==> config.mk <==
export PLATFORM = sky130hd
export DESIGN_NAME = dense_backward
export DESIGN_NICKNAME = d
export VERILOG_FILES = /design/src/rtl/dense_backward.sv
export SDC_FILE = /design/constraint.sdc
export NUM_CORES = 2
export LEC_CHECK = 0
export CORE_AREA = 2 2 411 413
export CTS_BUF_LIST = sky130_fd_sc_hd__clkbuf_2 sky130_fd_sc_hd__clkbuf_4 sky130_fd_sc_hd__clkbuf_8
export DETAILED_ROUTE_END_ITERATION = 8
export DIE_AREA = 0 0 413 415
export PLACE_DENSITY_LB_ADDON = 0.2
export SLEW_MARGIN = 20
export SYNTH_ARGS = -nofsm -noshare
export SYNTH_HDL_FRONTEND = slang
export SYNTH_SLANG_ARGS = --single-unit
==> constraint.sdc <==
create_clock -name clk -period 9.4 [get_ports clk]
set_clock_uncertainty 0.15 [all_clocks]
set_input_delay 1.41 -clock clk [delete_from_list [all_inputs] [get_ports clk]]
set_output_delay 1.41 -clock clk [all_outputs]
set_load 0.02 [all_outputs]
==> src/rtl/dense_backward.sv <==
// rtl/dense_backward.sv - sequential dense-layer backward pass (grad_in, grad_w) on one shared MAC
module dense_backward #(
  parameter int B     = 2,
  parameter int M     = 3,
  parameter int N     = 4,
  parameter int WIDTH = 16
) (
  input  logic                                   clk,
  input  logic                                   rst,
  input  logic                                   start,
  input  logic [M-1:0][N-1:0][WIDTH-1:0]         weights,
  input  logic [B-1:0][N-1:0][WIDTH-1:0]         inputs,
  input  logic [B-1:0][M-1:0][WIDTH-1:0]         grad_out,
  output logic                                   busy,
  output logic                                   done,
  output logic [B-1:0][N-1:0][2*WIDTH-1:0]       grad_in,
  output logic [M-1:0][N-1:0][2*WIDTH-1:0]       grad_w
);

  localparam int BW = (B > 1) ? $clog2(B) : 1;
  localparam int MW = (M > 1) ? $clog2(M) : 1;
  localparam int NW = (N > 1) ? $clog2(N) : 1;
  localparam int RW = 2 * WIDTH;

  typedef enum logic [1:0] {IDLE, GRAD_IN, GRAD_W, DONE} state_t;

  state_t state_q, next_state;

  logic [M-1:0][N-1:0][WIDTH-1:0] w_q;
  logic [B-1:0][N-1:0][WIDTH-1:0] x_q;
  logic [B-1:0][M-1:0][WIDTH-1:0] dy_q;

  // One counter per array dimension; only the nesting order differs between phases.
  logic [BW-1:0] cnt_b;
  logic [MW-1:0] cnt_i;
  logic [NW-1:0] cnt_j;
  logic          last_b, last_i, last_j;

  logic [WIDTH-1:0] op_a, op_b;
  logic [RW-1:0]    prod, acc, sum;

  assign last_b = (cnt_b == BW'(B - 1));
  assign last_i = (cnt_i == MW'(M - 1));
  assign last_j = (cnt_j == NW'(N - 1));

  // Both phases multiply dY[b][i]; the second operand is W[i][j] or X[b][j].
  always_comb begin
    op_a = dy_q[cnt_b][cnt_i];
    op_b = w_q[cnt_i][cnt_j];
    if (state_q == GRAD_W) op_b = x_q[cnt_b][cnt_j];
  end

  // Sign-extend to full result width; the low RW bits of the product are the signed product.
  assign prod = {{WIDTH{op_a[WIDTH-1]}}, op_a} * {{WIDTH{op_b[WIDTH-1]}}, op_b};
  assign sum  = acc + prod;

  // State register.
  always_ff @(posedge clk) begin
    if (rst) state_q <= IDLE;
    else     state_q <= next_state;
  end

  // Next-state and status decode.
  always_comb begin
    next_state = state_q;
    busy       = 1'b0;
    done       = 1'b0;
    case (state_q)
      IDLE:    if (start) next_state = GRAD_IN;
      GRAD_IN: begin
        busy = 1'b1;
        if (last_b && last_j && last_i) next_state = GRAD_W;
      end
      GRAD_W:  begin
        busy = 1'b1;
        if (last_i && last_j && last_b) next_state = DONE;
      end
      DONE:    begin
        done       = 1'b1;
        next_state = IDLE;
      end
      default: next_state = IDLE;
    endcase
  end

  // Operand capture, loop counters, accumulator and result write-back.
  always_ff @(posedge clk) begin
    if (rst) begin
      w_q     <= '0;
      x_q     <= '0;
      dy_q    <= '0;
      grad_in <= '0;
      grad_w  <= '0;
      acc     <= '0;
      cnt_b   <= '0;
      cnt_i   <= '0;
      cnt_j   <= '0;
    end else begin
      case (state_q)
        IDLE: if (start) begin
          w_q     <= weights;
          x_q     <= inputs;
          dy_q    <= grad_out;
          grad_in <= '0;
          grad_w  <= '0;
          acc     <= '0;
          cnt_b   <= '0;
          cnt_i   <= '0;
          cnt_j   <= '0;
        end
        GRAD_IN: begin
          // b outer, j middle, i inner
          if (last_i) begin
            grad_in[cnt_b][cnt_j] <= sum;
            acc                   <= '0;
            cnt_i                 <= '0;
            cnt_j                 <= last_j ? '0 : cnt_j + NW'(1);
            if (last_j) cnt_b <= last_b ? '0 : cnt_b + BW'(1);
          end else begin
            acc   <= sum;
            cnt_i <= cnt_i + MW'(1);
          end
        end
        GRAD_W: begin
          // i outer, j middle, b inner
          if (last_b) begin
            grad_w[cnt_i][cnt_j] <= sum;
            acc                  <= '0;
            cnt_b                <= '0;
            cnt_j                <= last_j ? '0 : cnt_j + NW'(1);
            if (last_j) cnt_i <= last_i ? '0 : cnt_i + MW'(1);
          end else begin
            acc   <= sum;
            cnt_b <= cnt_b + BW'(1);
          end
        end
        default: ;
      endcase
    end
  end

endmodule

After elaboration in Yosys (flattened, before gate mapping). Cells that the tools add are included.

Bits in registers: 1095. Bits in latches: 0. Bits in writable memories: 0. Memory bits (read-only): 0. Input bits: 419. Output and inout port bits: 642. Word-level logic and storage cells: 145. Memories kept: 0.

$add $sub $neg: 4. Multiply operators: 1. Div/mod/pow operators: 0. $lt $le $gt $ge: 6. Equal/unequal tests: 12. Shift operators: 0. Multiplexer cells: 51. Bitwise gates (word level): 0. Reduce and logical (&&, ||, !) cells: 20.

Operators with widths (count): $mux W384 (2); $pmux W384 S2 (1); $mux W256 (2); $pmux W256 S2 (1); $bwmux W384 (1); $bwmux W256 (1); $demux W128 S2 (1); $mux W128 (2); $mux W64 (3); $bmux W64 S2 (1); $demux W128 S1 (1); $mux W32 (4); $bmux W16 S2 (3); $mux W48 (2); $pmux W32 S3 (1); $demux W32 S2 (1); $mux W16 (4); $add A32 B32 Y32 (1); $mul A16 B16 Y32 (1); $mux W2 (10); $ne A2 B2 Y1 const B (6); $pmux W2 S3 (2); $reduce_and A4 Y1 (3); $reduce_and A3 Y1 (3); other kinds (18) (37).

Depth between registers and ports, before layout.
Depth in word-level cells: 10. Gate-level depth with buffers: 33. Mapped depth without buffers: 27.

Least setup slack after synthesis. No wires, ideal clock.

Kind: reg-to-reg. From: register cnt_i[0]. To: register grad_in[185] (netlist name). Library setup time: 0.079 ns. Arrival time: 7.669 ns. Required time: 9.171 ns. Setup slack: 1.502 ns. Stages on the path, launching flop included: 29. Path buffers: 4. Period minus slack after synthesis: 7.898 ns. Cell sequence: dfxtp_1 > buf_6 > clkbuf_1 > mux2_2 > a221oi_1 > a21oi_1 > mux4_2 > clkbuf_1 > nand2_1 > inv_1 > fa_1 > fa_1 > inv_1 > fa_1 > inv_1 > fa_1 > fa_1 > inv_1 > fa_1 > inv_1 > ha_1 > and4_1 > and3_4 > a221oi_2 > a21boi_1 > o21ai_1 > clkbuf_2 > or4b_2 > o211ai_1.

Longest elaborated chain between the ends: 10. Elaborated cells between the ends (all ways): 15. Classes of those cells: 1 x add/sub; 1 x mul; 2 x eq/ne; 10 x mux; 1 x reduce/logical.

Ends and longest elaborated chain: start: declaration (line 35) `logic [MW-1:0] cnt_i;`; start signal: assignment (line 121) `cnt_i <= cnt_i + MW'(1);`; start signal: assignment (line 131) `if (last_j) cnt_i <= last_i ? '0 : cnt_i + MW'(1);`; $bmux W64 S2 (line 49) `op_b = w_q[cnt_i][cnt_j];`; $mux W64 (not written as such) (line 49); $bmux W16 S2 (line 49); $mux W16 (not written as such) (line 49); $mux W16 (line 50) `if (state_q == GRAD_W) op_b = x_q[cnt_b][cnt_j];`; $mul A16 B16 Y32 (line 54) `assign prod = {{WIDTH{op_a[WIDTH-1]}}, op_a} * {{WIDTH{op_b[WIDTH-1]}}, op_b};`; $add A32 B32 Y32 (line 55) `assign sum = acc + prod;`; $bwmux W256 (line 114) `grad_in[cnt_b][cnt_j] <= sum;`; $mux W256 (line 113) `if (last_i) begin`; $pmux W256 S2 (line 99) `case (state_q)`; end signal: indexed assignment (line 114); end: declaration (line 16) `output logic [B-1:0][N-1:0][2*WIDTH-1:0] grad_in,`.

Several ways; a longest one is shown, not always the timed one. The select of a mux whose other input is x is not followed. A chain may end at the register's enable or synchronous reset.

Worst setup path after layout.
From: register cnt_i[0]. To: register grad_in[126] (netlist name).

Same word-level chain as after synthesis.

==> impl_metrics.json <==
{
  "status": "completed",
  "coreArea_um2": 167000,
  "grt_pass1_wl_mm": 348,
  "layout.nets": 7721,
  "syn_area_um2": 53200,
  "required_ns": 10.04,
  "gp_congestion": 0.885,
  "ys_seq_area_share_pct": 41.2,
  "seq_area_um2": 21900,
  "clkSlewWorstSetupHoldPaths_ns": 0.06,
  "crit_type": "reg -> reg",
  "io-pin-count": 1061,
  "drive_above_1_share_pct": 9.33,
  "nFillCells": 16602,
  "route.antenna.remaining_nets": 0,
  "syn_to_final_growth_pct": 32.1,
  "cts_tree": "built",
  "synth-seq-cells": 1095,
  "drt_iter0_drc": 4951,
  "post-cts-setup-buffers": 0,
  "setup_viol": 0,
  "grt_antenna_before_repair": 29,
  "synthArstFlopShare_pct": 0,
  "synth_ff_type": "dfxtp_1",
  "grt_max_degree": 234,
  "dpl_cell_area_um2": 66100,
  "grt_pass1_vias": 48478,
  "ys_warn_count": 0,
  "worstPathArrival_ns": 9.49,
  "routed_wl_mm": 245,
  "h-tree-depth": 4,
  "chipHeight_um": 415,
  "maxSlewViolCount": 0,
  "drc": 0,
  "multiInputGateArea_um2": 28200,
  "clock.fmax_mhz": 113,
  "grt.overflow.total": 0,
  "endpoint_kind": "flip-flop",
  "syn_inst": 6041,
  "cts_made_buffers": 191,
  "synth-edff-count": 0,
  "worstMarginPinSlew_ns": 1.14,
  "hp-start": "grad_w[159]",
  "fin_setup_tns_ns": 0,
  "crit_path_max_fanout": 42,
  "slew_headroom_pct": 24.0,
  "synth_nets": 6858,
  "grt_setup_unrepaired": "no",
  "clock-sinks": 1095,
  "dp_hpwl_mm": 177,
  "cp-startpoint": "cnt_i[0]",
  "wl_per_cell_um": 26.4,
  "syn_area_per_cell_um2": 8.81,
  "track_usage_pct": 27.8,
  "ctsResizeCount": 0,
  "via_count": 49610,
  "cts-hold-fix-buffers": 0,
  "cts_buffer_depth": 3,
  "timing.rr.start": "cnt_i[0]",
  "worst_setup_path_start_kind": "flip-flop",
  "cap_violations": 0,
  "fp.dieArea_um2": 171000,
  "rows": 150,
  "start_util_pct": 31.9,
  "port_buffers": 1060,
  "synthDistinctLibCells": 67,
  "timing.final.crit_share_pct": 94.2,
  "die_x_um": 413,
  "clock_tree.root_cell": "clkbuf_8",
  "hp-class": "reg -> reg",
  "firstDrtPassIters": 6,
  "vias_per_cell": 5.35,
  "hold_viol": 0,
  "postLayoutCellArea_um2": 70300,
  "fin_crit_ns": 8.86,
  "insertion_delay_ns": 0.96
}
-- state kept, by name (all words and copies together) (netlist names) --
register / flops
acc: 32
cnt_b: 1
cnt_i: 2
cnt_j: 2
dy_q: 96
grad_in: 256
grad_w: 384
state_q: 2
w_q: 192
x_q: 128
-- placed cells by master (no fill, tap or decap), types with 105 or more instances in the layout --
cell / n
nor2_1: 621
dfxtp_1: 1091
ha_1: 105
fa_1: 291
buf_4: 129
inv_1: 339
clkbuf_8: 237
a21oi_1: 501
nand2_1: 1067
a22oi_1: 462
nand3b_1: 125
clkdlybuf4s50_1: 1059
-- Yosys cell counts (7+ instances only) --
master | instances | area, µm²
o211ai_1 | 25 | 188
and2_1 | 74 | 463
dfxtp_1 | 1095 | 21900
ha_1 | 106 | 1330
nor2b_1 | 90 | 563
a22o_1 | 22 | 193
nor2_1 | 624 | 2340
mux2_2 | 43 | 484
o21ai_0 | 86 | 430
fa_1 | 292 | 5850
o21ai_1 | 24 | 120
and3_1 | 25 | 156
mux2i_1 | 48 | 480
o311ai_0 | 43 | 377
mux4_2 | 49 | 1100
clkbuf_1 | 431 | 1620
a21o_1 | 32 | 240
a22oi_1 | 462 | 3470
or4b_2 | 18 | 180
a21oi_1 | 501 | 2510
o21a_1 | 10 | 75.1
nand2_1 | 1068 | 4010
a221o_1 | 14 | 140
o311ai_1 | 21 | 184
buf_4 | 7 | 52.6
buf_1 | 33 | 124
inv_1 | 340 | 1280
buf_2 | 56 | 280
nand3_1 | 36 | 180
a221oi_1 | 33 | 289
nand2b_1 | 51 | 319
xnor2_1 | 24 | 210
xor2_1 | 9 | 78.8
nand3b_1 | 125 | 938
a32oi_1 | 42 | 368
-- logic make-up after synthesis --
group | synth area share [%]
fa+ha+maj | 13.5
simple gates | 17.7
xor+xnor | 0.574
flops | 41.2
mux | 3.93
compound gates | 16.7
buf+inv | 6.43
-- cell type report --
type / count / share of cell area, %
clock buffers: 308 / 5.40
clock inverters: 36 / 0.543
flip-flops and latches: 1095 / 31.2
well taps: 2204 / 3.92
inverters: 340 / 1.82
repair buffers: 1206 / 16.9
multi-input cells: 4070 / 40.1
diodes: 17 / 0.0605
-- final timing paths --
| kind | endpoint | slack [ns] | depth (start not counted) |
|---|---|---|---|
| worst max-delay path | grad_in[126] | 0.54 | 24 |
| worst min-delay path | grad_w[159] | 0.30 | 2 |
| worst max register to register | grad_in[126] | 0.54 | 24 |
| worst min register to register | grad_w[159] | 0.30 | 2 |
-- metrics by stage --
stage               util (%)  cells  worst slack, ns  hold WS, ns
finish                  42.2   9276            0.544        0.298
global route            42.2   9268           0.0185        0.319
CTS                     42.1   9258            0.541        0.301
detailed placement      39.6   8914            0.533        0.293
global placement        39.6   8914            0.680        0.288
floorplan                  -   6041             1.50        0.282
-- critical path, cell delays in order (launching register included) --
cell	delay [ns]
dfxtp_4	0.70
buf_4	0.33
mux2_2	0.36
a221oi_1	0.24
a21oi_1	0.12
mux4_2	0.68
and2_1	0.26
fa_1	0.50
inv_1	0.05
fa_1	0.57
fa_1	0.48
fa_1	0.55
inv_1	0.05
fa_1	0.47
inv_1	0.05
fa_1	0.47
inv_1	0.04
ha_1	0.37
o211ai_1	0.13
nor3_1	0.29
a21oi_2	0.15
a21oi_1	0.44
a21o_1	0.22
a311o_2	0.71
o311ai_0	0.26
-- metal layers --
layer  global-route usage [%]  wire [µm]
met5                        0        135
met4                     14.0      13700
met3                     7.14      20800
met2                     44.4     113000
met1                     34.4      97000
Power is not shown: default switching activity piles up to over one toggle a cycle in this logic, so the estimate is an artifact.
